## config.mk

```make
export PLATFORM = sky130hd
export DESIGN_NAME = mem_port_arbiter
export DESIGN_NICKNAME = d
export VERILOG_FILES = /design/src/rtl/mem_arb_pkg.sv /design/src/rtl/mem_port_arbiter_fifo.sv /design/src/rtl/mem_port_arbiter.sv
export SDC_FILE = /design/constraint.sdc
export NUM_CORES = 1
export LEC_CHECK = 0
export ABC_AREA = 1
export BUFFER_PORTS_ARGS = -buffer_cell sky130_fd_sc_hd__buf_2
export CORE_AREA = 2 2 109 111
export DETAILED_ROUTE_END_ITERATION = 8
export DIE_AREA = 0 0 111 113
export PLACE_DENSITY = 0.62
export RECOVER_POWER = 25
export SLEW_MARGIN = 30
export SYNTH_ARGS = -nofsm -noshare
export SYNTH_HDL_FRONTEND = slang
export SYNTH_SLANG_ARGS = --single-unit
export TNS_END_PERCENT = 30
```

## constraint.sdc

```tcl
create_clock -name clk -period 1.98 [get_ports clk]
set_clock_uncertainty 0.05 [all_clocks]
set_input_delay 0.495 -clock clk [delete_from_list [all_inputs] [get_ports clk]]
set_output_delay 0.495 -clock clk [all_outputs]
set_load 0.01 [all_outputs]
```

## src/rtl/mem_arb_pkg.sv

```systemverilog
// Shared types for the fetch/LSU memory port arbiter.
package mem_arb_pkg;

  typedef enum logic {
    OWN_INSTR = 1'b0,
    OWN_DATA  = 1'b1
  } owner_e;

  typedef struct packed {
    owner_e owner;
    logic   discard;
  } arb_entry_t;

  typedef enum logic [1:0] {
    LK_NONE  = 2'd0,
    LK_INSTR = 2'd1,
    LK_DATA  = 2'd2
  } lock_e;

  localparam logic [3:0] INSTR_BE = 4'hF;

  function automatic lock_e lock_of(input owner_e o);
    return (o == OWN_DATA) ? LK_DATA : LK_INSTR;
  endfunction

endpackage

```

## src/rtl/mem_port_arbiter_fifo.sv

```systemverilog
// Ordered owner queue of in-flight transactions;
// flush_mark tags every queued instr entry for discard.
import mem_arb_pkg::*;

module arb_owner_fifo #(
  parameter int DEPTH = 2
) (
  input  logic       clk,
  input  logic       rstn,
  input  logic       push,
  input  owner_e     push_owner,
  input  logic       pop,
  input  logic       flush_mark,
  output arb_entry_t head,
  output logic       full,
  output logic       empty
);

  localparam int PW = (DEPTH > 1) ? $clog2(DEPTH) : 1;
  localparam int CW = $clog2(DEPTH + 1);

  arb_entry_t          entries [DEPTH];
  logic       [PW-1:0] rd_ptr;
  logic       [PW-1:0] wr_ptr;
  logic       [CW-1:0] count;

  function automatic logic [PW-1:0] nxt(
    input logic [PW-1:0] p
  );
    return (p == PW'(DEPTH - 1)) ? '0 : p + 1'b1;
  endfunction

  assign head  = entries[rd_ptr];
  assign full  = (count == CW'(DEPTH));
  assign empty = (count == '0);

  always_ff @(posedge clk or negedge rstn) begin
    if (!rstn) begin
      for (int i = 0; i < DEPTH; i++) begin
        entries[i] <= '0;
      end
      rd_ptr <= '0;
      wr_ptr <= '0;
      count  <= '0;
    end else begin
      if (flush_mark) begin
        for (int i = 0; i < DEPTH; i++) begin
          if (entries[i].owner == OWN_INSTR) begin
            entries[i].discard <= 1'b1;
          end
        end
      end
      // push after marking: the new entry belongs to the redirected PC
      if (push) begin
        entries[wr_ptr] <= '{owner: push_owner, discard: 1'b0};
        wr_ptr <= nxt(wr_ptr);
      end
      if (pop) begin
        rd_ptr <= nxt(rd_ptr);
      end
      case ({push, pop})
        2'b10:   count <= count + 1'b1;
        2'b01:   count <= count - 1'b1;
        default: count <= count;
      endcase
    end
  end

endmodule

```

## src/rtl/mem_port_arbiter.sv

```systemverilog
// Fetch/LSU arbiter for one OBI memory port with response routing.
// MEM_ARB_RR_EN selects round-robin instead of data priority.
import mem_arb_pkg::*;

module mem_port_arbiter #(
  parameter int MAX_OUTSTANDING = 2,
  parameter int STARVE_LIMIT    = 4,
  parameter int CNT_W           = $clog2(STARVE_LIMIT + 1)
) (
  input  logic        clk,
  input  logic        rstn,
  input  logic        instr_req_i,
  input  logic [31:0] instr_addr_i,
  output logic        instr_gnt_o,
  output logic        instr_rvalid_o,
  output logic [31:0] instr_rdata_o,
  output logic        instr_err_o,
  input  logic        instr_flush_i,
  input  logic        data_req_i,
  input  logic        data_we_i,
  input  logic [3:0]  data_be_i,
  input  logic [31:0] data_addr_i,
  input  logic [31:0] data_wdata_i,
  output logic        data_gnt_o,
  output logic        data_rvalid_o,
  output logic [31:0] data_rdata_o,
  output logic        data_err_o,
  output logic        mem_req_o,
  output logic        mem_we_o,
  output logic [3:0]  mem_be_o,
  output logic [31:0] mem_addr_o,
  output logic [31:0] mem_wdata_o,
  input  logic        mem_gnt_i,
  input  logic        mem_rvalid_i,
  input  logic [31:0] mem_rdata_i,
  input  logic        mem_err_i,
  output logic        proto_err_o
);

  lock_e      state;
  lock_e      state_nxt;
  owner_e     winner;
  owner_e     free_win;
  logic       lock_hold;
  logic       push;
  logic       pop;
  logic       full;
  logic       empty;
  arb_entry_t head;

  assign mem_req_o = (instr_req_i | data_req_i) & ~full;
  assign push      = mem_req_o & mem_gnt_i;
  assign pop       = mem_rvalid_i & ~empty;

  // a lock whose owner dropped req is released
  assign lock_hold = (state == LK_DATA  & data_req_i)
                   | (state == LK_INSTR & instr_req_i);

`ifdef MEM_ARB_RR_EN
  owner_e last_own;

  always_ff @(posedge clk or negedge rstn) begin
    if (!rstn) begin
      last_own <= OWN_INSTR;
    end else if (push) begin
      last_own <= winner;
    end
  end

  always_comb begin
    free_win = OWN_INSTR;
    if (instr_req_i & data_req_i) begin
      free_win = (last_own == OWN_DATA) ? OWN_INSTR : OWN_DATA;
    end else if (data_req_i) begin
      free_win = OWN_DATA;
    end
  end
`else
  logic [CNT_W-1:0] starve_cnt;
  logic             starved;

  assign starved = instr_req_i
                 & (starve_cnt == CNT_W'(STARVE_LIMIT));

  always_comb begin
    free_win = OWN_INSTR;
    if (data_req_i & ~starved) begin
      free_win = OWN_DATA;
    end
  end

  always_ff @(posedge clk or negedge rstn) begin
    if (!rstn) begin
      starve_cnt <= '0;
    end else if (!instr_req_i | instr_gnt_o | instr_flush_i) begin
      starve_cnt <= '0;
    end else if (!starved) begin
      starve_cnt <= starve_cnt + 1'b1;
    end
  end
`endif

  always_ff @(posedge clk or negedge rstn) begin
    if (!rstn) begin
      state <= LK_NONE;
    end else begin
      state <= state_nxt;
    end
  end

  always_comb begin
    state_nxt = LK_NONE;
    if (mem_req_o & ~mem_gnt_i) begin
      state_nxt = lock_of(winner);
    end
  end

  always_comb begin
    winner      = free_win;
    mem_we_o    = 1'b0;
    mem_be_o    = INSTR_BE;
    mem_addr_o  = '0;
    mem_wdata_o = '0;
    if (lock_hold) begin
      winner = (state == LK_DATA) ? OWN_DATA : OWN_INSTR;
    end
    unique case (1'b1)
      mem_req_o & (winner == OWN_DATA): begin
        mem_we_o    = data_we_i;
        mem_be_o    = data_be_i;
        mem_addr_o  = data_addr_i;
        mem_wdata_o = data_wdata_i;
      end
      mem_req_o & (winner == OWN_INSTR): begin
        mem_addr_o  = instr_addr_i;
      end
      default: ;
    endcase
    instr_gnt_o = push & (winner == OWN_INSTR);
    data_gnt_o  = push & (winner == OWN_DATA);
  end

  arb_owner_fifo #(
    .DEPTH(MAX_OUTSTANDING)
  ) u_fifo (
    .clk       (clk),
    .rstn      (rstn),
    .push      (push),
    .push_owner(winner),
    .pop       (pop),
    .flush_mark(instr_flush_i),
    .head      (head),
    .full      (full),
    .empty     (empty)
  );

  assign instr_rvalid_o = pop & (head.owner == OWN_INSTR)
                        & ~head.discard & ~instr_flush_i;
  assign data_rvalid_o  = pop & (head.owner == OWN_DATA);
  assign instr_rdata_o  = mem_rdata_i;
  assign data_rdata_o   = mem_rdata_i;
  assign instr_err_o    = mem_err_i;
  assign data_err_o     = mem_err_i;

  always_ff @(posedge clk or negedge rstn) begin
    if (!rstn) begin
      proto_err_o <= 1'b0;
    end else if (mem_rvalid_i & empty) begin
      proto_err_o <= 1'b1;
    end
  end

endmodule
```

==> results of run 1 <==
==> synth_stat cells, types with 3 or more instances <==
library cell / instances
nand2_1: 90
buf_4: 69
inv_1: 52
nand3_1: 32
nor2_2: 32
nor2_1: 18
dfrtp_1: 14
a21oi_1: 4
buf_2: 4
xor2_1: 4
buf_6: 3
ha_1: 3
o21ai_0: 3
==> critical path: stages (launching register included) <==
cell and delay [ps]:
dfrtp_1 360, inv_2 60, ha_4 160, nand2_4 80, nor2_4 40, nand2_2 70, nand2_4 80, nor2_8 190
clkbuf_16 210, nand2_1 60, nand2_1 70, buf_2 130
==> through the flow <==
step           util, %  std cells
2_1_floorplan        -        342
3_3_place_gp     25.07        609
3_5_place_dp     25.07        609
4_1_cts          28.05        621
5_1_grt          28.55        621
6_report         28.55        621
==> logic make-up (layout without fill, tap and decap cells) <==
logic type / count (synthesis) / after routing / share of synthesized area (%)
AND/OR/NAND/NOR: 176 / 176 / 38.37
XOR/XNOR: 5 / 5 / 2.082
AO/OA/AOI/OAI: 11 / 11 / 3.629
adder cells (fa/ha/maj): 3 / 3 / 1.785
flip-flops: 14 / 14 / 16.66
buffers and inverters: 133 / 269 / 37.48
==> power groups by stage <==
stage | logic, uW | registers (uW) | clock network, uW
6_report | 1820 | 449 | 434
3_3_place_gp | 1630 | 453 | 0
4_1_cts | 1810 | 449 | 442
5_1_grt | 2010 | 462 | 456
3_5_place_dp | 1640 | 451 | 0
2_1_floorplan | 1080 | 446 | 0
==> state kept, by name (all words and copies together), names as in the netlist <==
name	flops
starve_cnt	3
u_fifo.entries	4
u_fifo.count	2
proto_err_o	1
u_fifo.rd_ptr	1
u_fifo.wr_ptr	1
state	2
==> per-layer routing <==
| metal | up-vias | global-route usage (%) | share of wire [%] |
|---|---|---|---|
| met5 | - | 0 | 0 |
| met4 | 0 | 2.833 | 2.2 |
| met1 | 1019 | 10.68 | 36 |
| li1 | 1216 | - | - |
| met3 | 21 | 3.642 | 12 |
| met2 | 169 | 18.90 | 50 |
==> cell type report <==
cell class	instances	area, um2
inverter	55	211.5
fill	1214	8054
multi-input combinational	195	1090
sequential	14	350.3
timing repair buffer	210	1299
tap	143	178.9
clock buffer	4	88.84
==> final timing paths <==
kind | startpoint | to | slack, ps | cells past startpoint
worst max register to register | starve_cnt[1] | starve_cnt[1] | 250 | 13
worst max-delay path | starve_cnt[1] | mem_addr_o[10] | -340 | 11
worst min-delay path | rstn | proto_err_o | 260 | 1
worst min register to register | proto_err_o | proto_err_o | 420 | 1
min in group clk | mem_gnt_i | state[1] | 410 | 2
max in group asynchronous | rstn | starve_cnt[1] | 1130 | 1
==> timing repair <==
action                                  CTS  global route
endpoints found under the setup margin   71            71
resized for setup                        34            18
setup buffers                             7             2
cloned                                    1             1
pin swaps                                 0             4
==> results.tsv, run 1 <==
metric	value	unit
Async SR Flop Fraction	100.0	%
setup violators final	71	
vias in the first global route	2215	
Max-slew headroom	47.16	%
DR WL/cell	11.58	um
clock share of power	16.1	%
Initial Util	18.66	%
Hold Buf Count CTS	0	
pre-CTS worst setup slack	-126.6	ps
Critical Path Source Type	flop	
crit path kind	flop to primary output	
leak pwr	0.001966	uW
Period minus WS final	2320	ps
I/O Pins	282	
CTS H-tree lvls	1	
fin. max-slew vios	0	
drt total wl	7193	um
Root Driver	clkbuf_16	
post-synthesis sequential area ratio	16.66	%
worst vdd ir	0.0003903	V
die extent in y	113	um
internal power	1514	uW
fin crit share	117.2	%
syn nets	486	
CTS Buf Count	3	
run status	finished with violations	
Post-DP Area	2826	um2
DP HPWL	5766	um
Most used DFF post-synth	dfrtp_1	
largest net degree at the start of global routing	37	
Worst Hold Class	input pin to async pin	
final hold vios	0	
via count	2425	
CTS tree	built	
Longest Clk Path Bufs	2	
Area contributors post-synth	buf_4, dfrtp_1, nand2_1	
nets	623	
gr usage total	10.09	%
Flop pwr share	16.6	%
die area	12540	um2
number of DRC violations after detailed-routing iteration 0	71	
Req. time, crit path	1430	ps
Syn Inst Count	342	
number of antenna diodes	0	
chip width	111	um
via/cell ratio	3.905	
crit path DAT	1770	ps
f_max	0.4311	GHz
DRT antenna net count	0	
post-synthesis cell area	2103	um2
setup TNS	-20040	ps
first-pass GRT wire length	10420	um
core area	11270	um2
Switching Fraction	43.98	%
max cap viols	0	
actual slew at the worst max-slew pin	792.5	ps
area grow syn2layout	53.00	%
later-pin clock latency in the skew report	250	ps
Clock Pin Slew Worst Setup and Hold Paths	50	ps
final instance area	3218	um2
EDFF count, synth	0	
Initial DRT Pass Iterations	4	
Crit. End Element	primary output	
CTS Sinks	14	
RSZ-0062 raised after global routing	yes	
Hold Worst Slack	257.4	ps
most common cell after layout, fill and taps aside	buf_2	
Unique masters post-synth	24	
combinational power share	67.3	%
most frequent cells in the layout	buf_2, nand2_1, inv_1, nand3_1	
Final WS setup	-339.7	ps
DR DRC count	0	
Synth top area share	24.63	%
P_sw	1189	uW
Ys Warns	0	
Tot Pwr	2702	uW
placer's final routability congestion estimate	0.7876	
CP Max Fanout	18	
layout cells sized above 1	55.44	%
Yosys reg bits	14	
Mapped Avg Cell Area	6.150	um2
Site Rows	39	
PortBufs	182	
failing checks	negative setup slack	
post-synth top area cell	buf_4	
GRT overflow	0	
power density over cell area	839.7	nW/um2
initial antenna violation count	0	
Power figures use the tool's default switching activity.
==> run 2, diff against run 1 <==
CORE_AREA = 5 5 106 108   (was 2 2 109 111)
PLACE_DENSITY = 0.67   (was 0.62)
==> run 2 against run 1 <==
  * The flow still finishes with violations (negative setup slack)
  * Routed wire length increased by 40%
  * Critical endpoint is now mem_wdata_o[14]
  * Largest cell class unchanged
  * Clock power down 38%
  * Combinational power grew 19%
  * Die area is the same
  * Via count grew 9.7%
  * Clock-buffer cell count unchanged
  * Non-clock buffer count increased by 22
  * Highest routed layer unchanged
  * Sequential power rose by 2%
  * Largest power group unchanged
  * Worst hold slack lost 9.3 ps
  * Sequential share of layout area fell by 0.93 points
  * Worst setup slack lost 14 ps
  * Power up 6.8%
==> results.tsv, run 2 (synthesis results as in run 1) <==
metric	value	unit	change
layout cells sized above 1	63.40	%	+8.0 points
Root Driver	clkbuf_8		
worst-case reg-to-reg path depth	14		+1
Flop pwr share	15.8	%	-0.8 points
vias in the first global route	2661		+20%
Placed Instances	608		-0.16%
Critical Path Source Type	flop		
Worst Hold Class	input pin to async pin		
final hold vios	0		unchanged
placer's final routability congestion estimate	0.8511		+8.1%
CTS H-tree lvls	1		unchanged
via/cell ratio	4.182		+7.1%
initial antenna violation count	0		unchanged
setup TNS	-22860	ps	-2821 ps
setup violators final	73		+2.8%
number of antenna diodes	0		unchanged
DRT antenna net count	0		unchanged
crit path DAT	1790	ps	+20 ps
chip width	111	um	unchanged
internal power	1586	uW	+4.8%
Initial Util	20.75	%	+2.1 points
RR Startpoint	starve_cnt[1]		
DR WL/cell	15.87	um	+37%
combinational power share	74.9	%	+7.6 points
CTS tree	built		
Req. time, crit path	1430	ps	about the same
pre-CTS worst setup slack	-137.8	ps	-11.25 ps
Period minus WS final	2333	ps	+13.74 ps
max FFs per register	4		unchanged
clock share of power	9.3	%	-6.8 points
failing checks	negative setup slack		
die extent in y	113	um	unchanged
Max-slew headroom	49.56	%	+2.4 points
crit path kind	flop to primary output		
CTS Sinks	14		unchanged
Largest regs	u_fifo.entries: 4 flops, starve_cnt: 3 flops		
DR DRC count	0		unchanged
number of DRC violations after detailed-routing iteration 0	130		+83%
fin. max-slew vios	0		unchanged
Final WS setup	-353.5	ps	-13.74 ps
CP startpoint	starve_cnt[1]		
Layout Cells excl Fill	636		+2.4%
leak pwr	0.002158	uW	+9.8%
via count	2660		+9.7%
crit path cell chain	inv_2 > ha_4 > nand2_4 > nor2_4 > nand2_2 > nand2_4 > nor2_8 > buf_12 > inv_12 > buf_4 > nor2_2 > buf_2		
gr usage total	13.66	%	+3.6 points
f_max	0.4285	GHz	-0.59%
Site Rows	37		-5.1%
power density over cell area	820.5	nW/um2	-2.3%
most frequent cells in the layout	buf_2, nand2_1, inv_1, buf_4		
largest net degree at the start of global routing	34		-8.1%
core area	10140	um2	-10%
max incr delay on CP	390	ps	+30 ps
slowest cell on the critical path	dfrtp_1		
GRT overflow	0		unchanged
run status	finished with violations		
max cap viols	0		unchanged
Reg with most FFs	u_fifo.entries		
worst vdd ir	0.0003769	V	-3.4%
CP Max Fanout	14		-4
Top cell by count, worst path	nand2_4		
Crit. End Element	primary output		
Tot Pwr	2887	uW	+6.8%
DP HPWL	7240	um	+26%
Switching Fraction	45.06	%	+1.1 points
PortBufs	182		unchanged
actual slew at the worst max-slew pin	756.6	ps	-35.96 ps
drt total wl	10090	um	+40%
most common cell after layout, fill and taps aside	buf_2		
RSZ-0062 raised after global routing	yes		
fin crit share	117.9	%	+0.69 points
Initial DRT Pass Iterations	4		unchanged
Clock Pin Slew Worst Setup and Hold Paths	60	ps	about the same
Hold Worst Slack	248.1	ps	-9.277 ps
area grow syn2layout	67.28	%	
nets	645		+3.5%
die area	12540	um2	unchanged
later-pin clock latency in the skew report	240	ps	about the same
first-pass GRT wire length	13770	um	+32%
I/O Pins	282		unchanged
P_sw	1301	uW	+9.4%
CTS Buf Count	3		unchanged
Longest Clk Path Bufs	2		unchanged
[run 2: cell count changes in the layout (fill, tap and decap cells not counted), sizes merged]
cell and delta:
clkbuf +4, buf +18
[run 2: metrics by stage]
| stage | util (%) | area, um2 |
|---|---|---|
| 3_3_place_gp | 27.99 | 2838 |
| 5_1_grt | 34.70 | 3518 |
| 6_report | 34.70 | 3518 |
| 4_1_cts | 31.47 | 3191 |
| 2_1_floorplan | - | 2103 |
| 3_5_place_dp | 27.99 | 2838 |
[run 2: power by group through the flow]
stage	registers [uW]	logic [uW]	clock network (uW)
2_1_floorplan	446	1080	0
3_3_place_gp	452	1670	0
3_5_place_dp	458	1680	0
4_1_cts	453	1910	279
5_1_grt	471	2370	295
6_report	456	2160	270
[run 2: what timing repair did]
item | 4_1_cts | 5_1_grt
resized for setup | 22 | 57
setup endpoints to repair | 71 | 75
hold buffers | 0 | 0
gates cloned | 3 | 5
pin swaps | 5 | 12
setup buffers | 16 | 4
[run 2: layout make-up]
| cell class | count | area (um2) |
|---|---|---|
| Tap cell | 136 | 170.2 |
| Inverter | 55 | 219.0 |
| Clock buffer | 4 | 55.05 |
| Sequential cell | 14 | 350.3 |
| Fill cell | 1125 | 6620 |
| Multi-Input combinational cell | 195 | 1134 |
| Timing Repair Buffer | 232 | 1590 |
[run 2: per-layer routing]
layer	track usage, %	part of all wire, %	up-vias	wire length [um]
met4	4.598	2.2	0	224
met1	14.06	34	1156	3447
met5	0	0	-	0
li1	-	-	1266	-
met3	5.134	12	16	1232
met2	25.49	51	222	5186
[run 2: final timing paths]
check | slack, ps | endpoint
max in group asynchronous | 1160 | starve_cnt[0]
min | 250 | proto_err_o
max reg2reg | -20 | starve_cnt[1]
max | -350 | mem_wdata_o[14]
min in group clk | 400 | state[1]
min reg2reg | 430 | proto_err_o
[run 2: worst max-delay path, delay by kind of cell, from the launching register on]
kind,cells,cell delay (ps)
AND/OR/NAND/NOR,6,400
adder cells (fa/ha/maj),1,150
flip-flops,1,390
buffers and inverters,5,610
